### config.mk
export PLATFORM = sky130hd
export DESIGN_NAME = gray_bin_conv_pipe_flat
export DESIGN_NICKNAME = d
export VERILOG_FILES = /design/src/rtl/gray_bin_conv_pipe_if.sv /design/src/rtl/gray_bin_conv_pipe.sv /design/src/flat_wrapper.sv
export SDC_FILE = /design/constraint.sdc
export NUM_CORES = 1
export LEC_CHECK = 0
export CORE_MARGIN = 2
export CORE_UTILIZATION = 50
export CTS_CLUSTER_DIAMETER = 100
export DETAILED_ROUTE_END_ITERATION = 8
export PLACE_DENSITY = 0.79
export SYNTH_ARGS = -nofsm -noshare
export SYNTH_HDL_FRONTEND = slang
export SYNTH_SLANG_ARGS = --single-unit
### constraint.sdc
create_clock -name clk -period 2.9 [get_ports clk]
set_input_delay 0.725 -clock clk [delete_from_list [all_inputs] [get_ports clk]]
set_output_delay 0.725 -clock clk [all_outputs]
set_load 0.05 [all_outputs]
### src/rtl/gray_bin_conv_pipe_if.sv
// Stream bundle for the Gray/binary converter: input handshake with
// per-word mode, output handshake with mode and adjacency flag.
interface gray_bin_conv_pipe_if #(
    parameter int WIDTH = 8
);
    logic             in_valid;
    logic             in_ready;
    logic [WIDTH-1:0] in_data;
    logic             in_mode;
    logic             out_valid;
    logic             out_ready;
    logic [WIDTH-1:0] out_data;
    logic             out_mode;
    logic             out_adj_err;

    modport slave (
        input  in_valid, in_data, in_mode, out_ready,
        output in_ready, out_valid, out_data, out_mode, out_adj_err
    );

    modport master (
        output in_valid, in_data, in_mode, out_ready,
        input  in_ready, out_valid, out_data, out_mode, out_adj_err
    );
endinterface

### src/rtl/gray_bin_conv_pipe.sv
// Two-stage pipelined Gray<->binary converter with valid/ready backpressure,
// a Gray-domain adjacency monitor and a saturating adjacency-error counter.
module gray_bin_conv_pipe #(
    parameter int WIDTH = 8,
    parameter int CNT_W = 8
) (
    input  logic                 clk,
    input  logic                 rst_n,
    gray_bin_conv_pipe_if.slave  bus,
    input  logic                 clear_err,
    output logic [CNT_W-1:0]     err_count
);

    logic             s1_valid_reg;
    logic [WIDTH-1:0] s1_data_reg;
    logic             s1_mode_reg;

    logic             out_valid_reg;
    logic [WIDTH-1:0] out_data_reg;
    logic             out_mode_reg;
    logic             out_adj_err_reg;

    logic [WIDTH-1:0] prev_gray_reg;
    logic             hist_v_reg;
    logic [CNT_W-1:0] err_count_reg;

    logic             s1_adv;
    logic             s2_adv;
    logic             s2_load;
    logic [WIDTH-1:0] g2b;
    logic [WIDTH-1:0] b2g;
    logic [WIDTH-1:0] conv;
    logic [WIDTH-1:0] gw;
    logic [WIDTH-1:0] gdiff;
    logic             adj_err;

    // out_ready -> in_ready is the only combinational path through the block
    assign s2_adv       = !out_valid_reg || bus.out_ready;
    assign s1_adv       = !s1_valid_reg || s2_adv;
    assign s2_load      = s1_valid_reg && s2_adv;
    assign bus.in_ready = s1_adv;

    // Each binary bit is the XOR of all Gray bits at or above it
    generate
        for (genvar gi = 0; gi < WIDTH; gi++) begin : g_g2b
            assign g2b[gi] = ^s1_data_reg[WIDTH-1:gi];
        end
    endgenerate

    assign b2g   = s1_data_reg ^ (s1_data_reg >> 1);
    assign conv  = s1_mode_reg ? b2g : g2b;
    assign gw    = s1_mode_reg ? b2g : s1_data_reg;
    assign gdiff = gw ^ prev_gray_reg;

    // More than one bit set <=> clearing the lowest set bit leaves a nonzero word
    assign adj_err = hist_v_reg && (|(gdiff & (gdiff - WIDTH'(1))));

    always_ff @(posedge clk or negedge rst_n) begin
        if (!rst_n) begin
            s1_valid_reg <= 1'b0;
            s1_data_reg  <= '0;
            s1_mode_reg  <= 1'b0;
        end else if (s1_adv) begin
            s1_valid_reg <= bus.in_valid;
            if (bus.in_valid) begin
                s1_data_reg <= bus.in_data;
                s1_mode_reg <= bus.in_mode;
            end
        end
    end

    always_ff @(posedge clk or negedge rst_n) begin
        if (!rst_n) begin
            out_valid_reg   <= 1'b0;
            out_data_reg    <= '0;
            out_mode_reg    <= 1'b0;
            out_adj_err_reg <= 1'b0;
            prev_gray_reg   <= '0;
        end else if (s2_adv) begin
            out_valid_reg <= s1_valid_reg;
            if (s1_valid_reg) begin
                out_data_reg    <= conv;
                out_mode_reg    <= s1_mode_reg;
                out_adj_err_reg <= adj_err;
                prev_gray_reg   <= gw;
            end
        end
    end

    // Clear wins over a coincident transfer: no increment, history forgotten
    always_ff @(posedge clk or negedge rst_n) begin
        if (!rst_n) begin
            hist_v_reg    <= 1'b0;
            err_count_reg <= '0;
        end else if (clear_err) begin
            hist_v_reg    <= 1'b0;
            err_count_reg <= '0;
        end else if (s2_load) begin
            hist_v_reg <= 1'b1;
            if (adj_err && (err_count_reg != {CNT_W{1'b1}})) begin
                err_count_reg <= err_count_reg + CNT_W'(1);
            end
        end
    end

    assign bus.out_valid   = out_valid_reg;
    assign bus.out_data    = out_data_reg;
    assign bus.out_mode    = out_mode_reg;
    assign bus.out_adj_err = out_adj_err_reg;
    assign err_count       = err_count_reg;

endmodule

### src/flat_wrapper.sv
// flat-port wrapper written by rule: the top's interface ports become plain ports
module gray_bin_conv_pipe_flat 
#(
    parameter int WIDTH = 8,
    parameter int CNT_W = 8
)
  (clk, rst_n, clear_err, err_count, bus_in_valid, bus_in_data, bus_in_mode, bus_out_ready, bus_in_ready, bus_out_valid, bus_out_data, bus_out_mode, bus_out_adj_err);
  gray_bin_conv_pipe_if #(.WIDTH(WIDTH)) bus_i ();
  input  logic clk;
  input  logic rst_n;
  input  logic clear_err;
  output logic [CNT_W-1:0] err_count;
  input wire logic [$bits(bus_i.in_valid)-1:0] bus_in_valid;
  input wire logic [$bits(bus_i.in_data)-1:0] bus_in_data;
  input wire logic [$bits(bus_i.in_mode)-1:0] bus_in_mode;
  input wire logic [$bits(bus_i.out_ready)-1:0] bus_out_ready;
  output wire logic [$bits(bus_i.in_ready)-1:0] bus_in_ready;
  output wire logic [$bits(bus_i.out_valid)-1:0] bus_out_valid;
  output wire logic [$bits(bus_i.out_data)-1:0] bus_out_data;
  output wire logic [$bits(bus_i.out_mode)-1:0] bus_out_mode;
  output wire logic [$bits(bus_i.out_adj_err)-1:0] bus_out_adj_err;
  assign bus_i.in_valid = bus_in_valid;
  assign bus_i.in_data = bus_in_data;
  assign bus_i.in_mode = bus_in_mode;
  assign bus_i.out_ready = bus_out_ready;
  assign bus_in_ready = bus_i.in_ready;
  assign bus_out_valid = bus_i.out_valid;
  assign bus_out_data = bus_i.out_data;
  assign bus_out_mode = bus_i.out_mode;
  assign bus_out_adj_err = bus_i.out_adj_err;
  gray_bin_conv_pipe #(.WIDTH(WIDTH), .CNT_W(CNT_W)) u_core (.clk(clk), .rst_n(rst_n), .bus(bus_i), .clear_err(clear_err), .err_count(err_count));
endmodule
# --- Word level (Yosys, flattened, before mapping) ---
# Index checks and enable logic that the tools add are counted.
op_classes:
  add_sub_neg: 2
  eq_ne: 1
  muxes: 7
  n_bitwise: 3
  n_reduce_logical: 20
op_table:
  columns: ["operator", "n"]
  rows:
  - ["two-way mux 8 bit", 5]
  - ["adder 8 x 1 -> 8 bit (second input constant)", 1]
  - ["AND 8 bit", 1]
  - ["!= test 8 bit (second input constant)", 1]
  - ["OR reduction 8 bit", 1]
  - ["XOR reduction 8 bit", 1]
  - ["subtractor 8 x 1 -> 8 bit (second input constant)", 1]
  - ["bitwise XOR 8 x 7 -> 8 bit", 1]
  - ["bitwise XOR 8 bit", 1]
  - ["XOR reduction 7 bit", 1]
  - ["AND reduction 2 bit", 3]
  - ["XOR reduction 6 bit", 1]
  - ["XOR reduction 5 bit", 1]
  - ["nonzero test 2 bit", 2]
  - ["XOR reduction 4 bit", 1]
  - ["logical AND 1 bit", 3]
  - ["XOR reduction 3 bit", 1]
  - ["logical NOT 1 bit", 2]
  - ["logical OR 1 bit", 2]
  - ["two-way mux 1 bit", 2]
  - ["XOR reduction 2 bit", 1]
totals:
  regBits: 38
  in_bits: 14
  out_inout_bits: 20
  elab_cells: 43

# --- Longest topological paths before layout ---
depth:
  depth_word: 11
  depth_mapped: 10
  depth_no_buf: 7

# --- Worst setup path before layout ---
# OpenSTA, ideal clock, no wires.
synth_path:
  path_type: "reg2reg"
  start: "register u_core.s1_data_reg[6]"
  end: "register u_core.err_count_reg[2], in the netlist u_core.err_count[2]"
  setup_time_ps: 78
  t_arrival_ps: 2202
  t_required_ps: 2822
  setup_slack_ps: 620
  stages_incl_launch_ff: 10
  n_path_buf: 2
  period_less_slack_ps: 2280
  path_cell_list: "dfrtp_1 buf_6 xor2_4 or3_1 a41o_1 o2111a_1 o311a_4 buf_6 or4_1 a21oi_1"
synth_between:
  elab_chain_cells: 10
synth_lines:
  columns: ["item", "line_no", "text"]
  rows:
  - ["start, declared", "gray_bin_conv_pipe.sv:15", "logic [WIDTH-1:0] s1_data_reg;"]
  - ["start signal, assigned", "gray_bin_conv_pipe.sv:66", "s1_data_reg <= bus.in_data;"]
  - ["bitwise XOR 8 x 7 -> 8 bit", "gray_bin_conv_pipe.sv:50", "assign b2g = s1_data_reg ^ (s1_data_reg >> 1);"]
  - ["two-way mux 8 bit (*)", "gray_bin_conv_pipe.sv:52", "assign gw = s1_mode_reg ? b2g : s1_data_reg;"]
  - ["bitwise XOR 8 bit (*)", "gray_bin_conv_pipe.sv:53", "assign gdiff = gw ^ prev_gray_reg;"]
  - ["subtractor 8 x 1 -> 8 bit", "gray_bin_conv_pipe.sv:56", "assign adj_err = hist_v_reg && (|(gdiff & (gdiff - WIDTH'(1))));"]
  - ["AND 8 bit (*)", "gray_bin_conv_pipe.sv:56", null]
  - ["OR reduction 8 bit (*)", "gray_bin_conv_pipe.sv:56", null]
  - ["logical AND 1 bit (*)", "gray_bin_conv_pipe.sv:56", null]
  - ["logical AND 1 bit (*)", "gray_bin_conv_pipe.sv:100", "if (adj_err && (err_count_reg != {CNT_W{1'b1}})) begin"]
  - ["nonzero test 2 bit (no line) (*)", null, null]
  - ["AND reduction 2 bit (no line) (*)", null, null]
  - ["end signal, assigned", "gray_bin_conv_pipe.sv:101", "err_count_reg <= err_count_reg + CNT_W'(1);"]
  - ["end, declared", "gray_bin_conv_pipe.sv:25", "logic [CNT_W-1:0] err_count_reg;"]
# Every way passes the cells marked *; elsewhere a longest branch is shown, timed or not.
# A chain may end at the register's enable or synchronous reset.

# --- Worst setup path after layout ---
layout_path:
  start: "register u_core.s1_mode_reg"
  end: "register u_core.err_count_reg[3], in the netlist u_core.err_count[3]"
layout_between:
  elab_chain_cells: 9
layout_lines:
  columns: ["item", "line_no", "text"]
  rows:
  - ["start, declared", "gray_bin_conv_pipe.sv:16", "logic s1_mode_reg;"]
  - ["start signal, assigned", "gray_bin_conv_pipe.sv:67", "s1_mode_reg <= bus.in_mode;"]
  - ["two-way mux 8 bit (*)", "gray_bin_conv_pipe.sv:52", null]
  - ["bitwise XOR 8 bit (*)", "gray_bin_conv_pipe.sv:53", null]
  - ["subtractor 8 x 1 -> 8 bit", "gray_bin_conv_pipe.sv:56", null]
  - ["AND 8 bit (*)", "gray_bin_conv_pipe.sv:56", null]
  - ["OR reduction 8 bit (*)", "gray_bin_conv_pipe.sv:56", null]
  - ["logical AND 1 bit (*)", "gray_bin_conv_pipe.sv:56", null]
  - ["logical AND 1 bit (*)", "gray_bin_conv_pipe.sv:100", null]
  - ["nonzero test 2 bit (no line) (*)", null, null]
  - ["AND reduction 2 bit (no line) (*)", null, null]
# Marks and branches as above.

==> results_dict.tcl <==
set metrics [dict create \
    period_needed_ns 2.55 \
    numCtsBuffers 5 \
    ys_ff_latch 37 \
    cts.repair.resized 0 \
    crit_slowest_cell "dfrtp_1" \
    rows 24 \
    critPathArrivalTime_ns 2.77 \
    portBuffers 33 \
    cts_root_buf "clkbuf_8" \
    ir_worst_vdd_v 0.000718 \
    tns_ns 0 \
    area_delta_synth_final_pct 17.9 \
    cp-start-kind "flop" \
    via_per_inst 5.60 \
    avgSynthCellArea_sq_um 9.95 \
    synth_top_flop_cell "dfrtp_1" \
    grt_max_degree 38 \
    cts_sinks 37 \
    antennaDiodeCount 0 \
    drc_errors 0 \
    slew_violations 0 \
    max_stage_delay_ns 0.70 \
    worstMarginPinSlew_ns 0.809 \
    yosysWarnings 0 \
    io_pins 34 \
    fmax_ghz 0.392 \
    end_kind "flop" \
    setup_viol 0 \
    fp.dieH_um 71.5 \
    dpl.cell_count 298 \
    cts_tree "yes" \
    fin_util_pct 61.3 \
    nFillCells 368 \
    die_x_um 71.5 \
    seq_area_frac_synth_pct 40.6 \
    track_usage_pct 19.0 \
    dp_hpwl_um 2960 \
    coreArea_sq_um 4380 \
    finalHoldViolations 0 \
    path_buf_inv 0 \
    syn-cell-area_sq_um 2280 \
    clkTransAtPathRegs_ns 0.07 \
    syn_nets 244 \
    hp-class "flop to flop" \
    final_common_cell "dfrtp_1" \
    p_per_area_nw_per_um2 808 \
    crit_type "flop to flop" \
    grt.overflow.total 0 \
    power.leakage_nw 1.07 \
    drtPass1Iterations 4 \
    place.gp.congestion 0.777 \
    wl_per_cell_um 14.3 \
    nets 268 \
    clock_latency_ns 0.29 \
    grt_pass1_vias 1629 \
    antenna_found_initial 0 \
    drtAntennaViolNets 0 \
    drt_wl_total_um 4370 \
    htree_levels 2 \
    layout-drive-gt1-share_pct 11.9 \
    relSlewSlack_pct 46.1 \
    synthArstFlopShare_pct 100 \
    worst_ep_required_time_ns 3.11 \
    final_cell_mix "37 x dfrtp_1, 31 x clkdlybuf4s50_1, 28 x nand2_1" \
    synth_cell_types 48 \
    synth-edff-count 0 \
    clk_path_buf_depth 2 \
    status "finished clean" \
    rsz0062_at_grt "false" \
    skew_ns 0.00461 \
    cp_cell_sequence "nand2_1 > xor3_1 > o211ai_1 > nor3_1 > o311a_4 > or4_1 > a21oi_1" \
    post_cts_buffers 0 \
    netlist_instances 229 \
    path_delay_family "simple AND/OR/NAND/NOR gates" \
    ctsHoldBuffers 0 \
    grt_first_pass_wirelength_um 7530 \
    max_cap_viol_count 0 \
    critPathMaxFanout 19 \
    fin_cells 305 \
    drt_iter0_drc 100 \
    die_area_sq_um 5110 \
    fin_crit_sh_pct 88.0 \
    via_count 1708 \
    start_util_pct 52.0 \
]
-- cells by family (layout without fill, tap and decap cells) --
kind of cell,after synthesis,count (layout),share of synthesized area (%)
AO/OA/AOI/OAI,46,46,13.8
flip-flops,37,37,40.6
adder cells (fa/ha/maj),1,1,0.549
AND/OR/NAND/NOR,77,77,17.7
multiplexers,13,13,6.32
XOR/XNOR,33,33,15.5
buffers and inverters,22,46,5.38
-- power by group --
part	switching, W	leakage [nW]	internal (W)
Clock	0.000182	0.0540	0.000250
Sequential	0.000146	0.458	0.000627
Combinational	0.000558	0.561	0.000408
-- worst paths after layout --
| kind | from | cells after the start | slack (ns) | to |
|---|---|---|---|---|
| min in group asynchronous | rst_n | 1 | 0.52 | u_core.err_count[1]$_DFFE_PN0P_ |
| worst max-delay path | u_core.s1_mode_reg$_DFFE_PN0P_ | 7 | 0.35 | u_core.err_count[3]$_DFFE_PN0P_ |
| worst min-delay path | u_core.bus.out_data[0]$_DFFE_PN0P_ | 2 | 0.49 | u_core.bus.out_data[0]$_DFFE_PN0P_ |
| max in group asynchronous | rst_n | 1 | 1.87 | u_core.prev_gray_reg[1]$_DFFE_PN0P_ |
| worst min register to register | u_core.bus.out_data[0]$_DFFE_PN0P_ | 2 | 0.49 | u_core.bus.out_data[0]$_DFFE_PN0P_ |
| worst max register to register | u_core.s1_mode_reg$_DFFE_PN0P_ | 7 | 0.35 | u_core.err_count[3]$_DFFE_PN0P_ |
-- synthesized netlist by cell type (2+ instances only) --
| library cell | n | area share (%) |
|---|---|---|
| a21oi_1 | 9 | 2.0 |
| buf_2 | 5 | 1.1 |
| buf_4 | 3 | 0.99 |
| buf_6 | 3 | 1.5 |
| clkbuf_1 | 6 | 0.99 |
| dfrtp_1 | 37 | 41 |
| inv_1 | 4 | 0.66 |
| mux2_2 | 11 | 5.4 |
| mux2i_1 | 2 | 0.88 |
| nand2_1 | 28 | 4.6 |
| nand2b_1 | 7 | 1.9 |
| nand3_1 | 6 | 1.3 |
| nand3b_1 | 2 | 0.66 |
| nor2_1 | 10 | 1.6 |
| nor3_1 | 3 | 0.66 |
| nor3b_1 | 3 | 0.99 |
| o211ai_1 | 2 | 0.66 |
| o21ai_0 | 18 | 4.0 |
| o221ai_1 | 2 | 0.77 |
| o31ai_1 | 4 | 1.3 |
| o41ai_1 | 2 | 0.77 |
| or3_1 | 4 | 1.1 |
| or4_1 | 5 | 1.6 |
| or4b_1 | 2 | 0.88 |
| xnor2_1 | 11 | 4.2 |
| xor2_1 | 17 | 6.5 |
| xor2_2 | 2 | 1.4 |
-- per-stage QoR --
stage	instance area (sq um)	total power [W]	worst slack (ns)	hold slack, ns
6_report	2690	0.00217	0.347	0.492
5_1_grt	2690	0.00231	0.110	0.513
4_1_cts	2690	0.00220	0.353	0.499
3_5_place_dp	2580	0.00175	0.280	0.473
3_3_place_gp	2580	0.00172	0.388	0.464
2_1_floorplan	2280	0.00152	0.620	0.429
-- per-layer routing --
layer,routed length [um],GRT usage [%],up-vias
met2,2030,28.1,33
met3,187,4.78,5
met1,2080,27.1,824
li1,-,-,846
met4,76,6.92,0
met5,0,0,-
-- worst min-delay path, cell delays in order (launching register included) --
cell     delay [ns]
dfrtp_1        0.34
nand2_1        0.04
o21ai_0        0.07
-- cell type report --
type	instances	area [sq um]	share of cell area (%)
Multi-Input combinational cell	170	1230	45.8
Clock buffer	5	68.8	2.56
Tap cell	52	65.1	2.42
Timing Repair Buffer	34	343	12.8
Sequential cell	37	926	34.5
Inverter	5	18.8	0.699
Clock inverter	2	35.0	1.30
No activity file was read; power rests on OpenSTA's default activity.
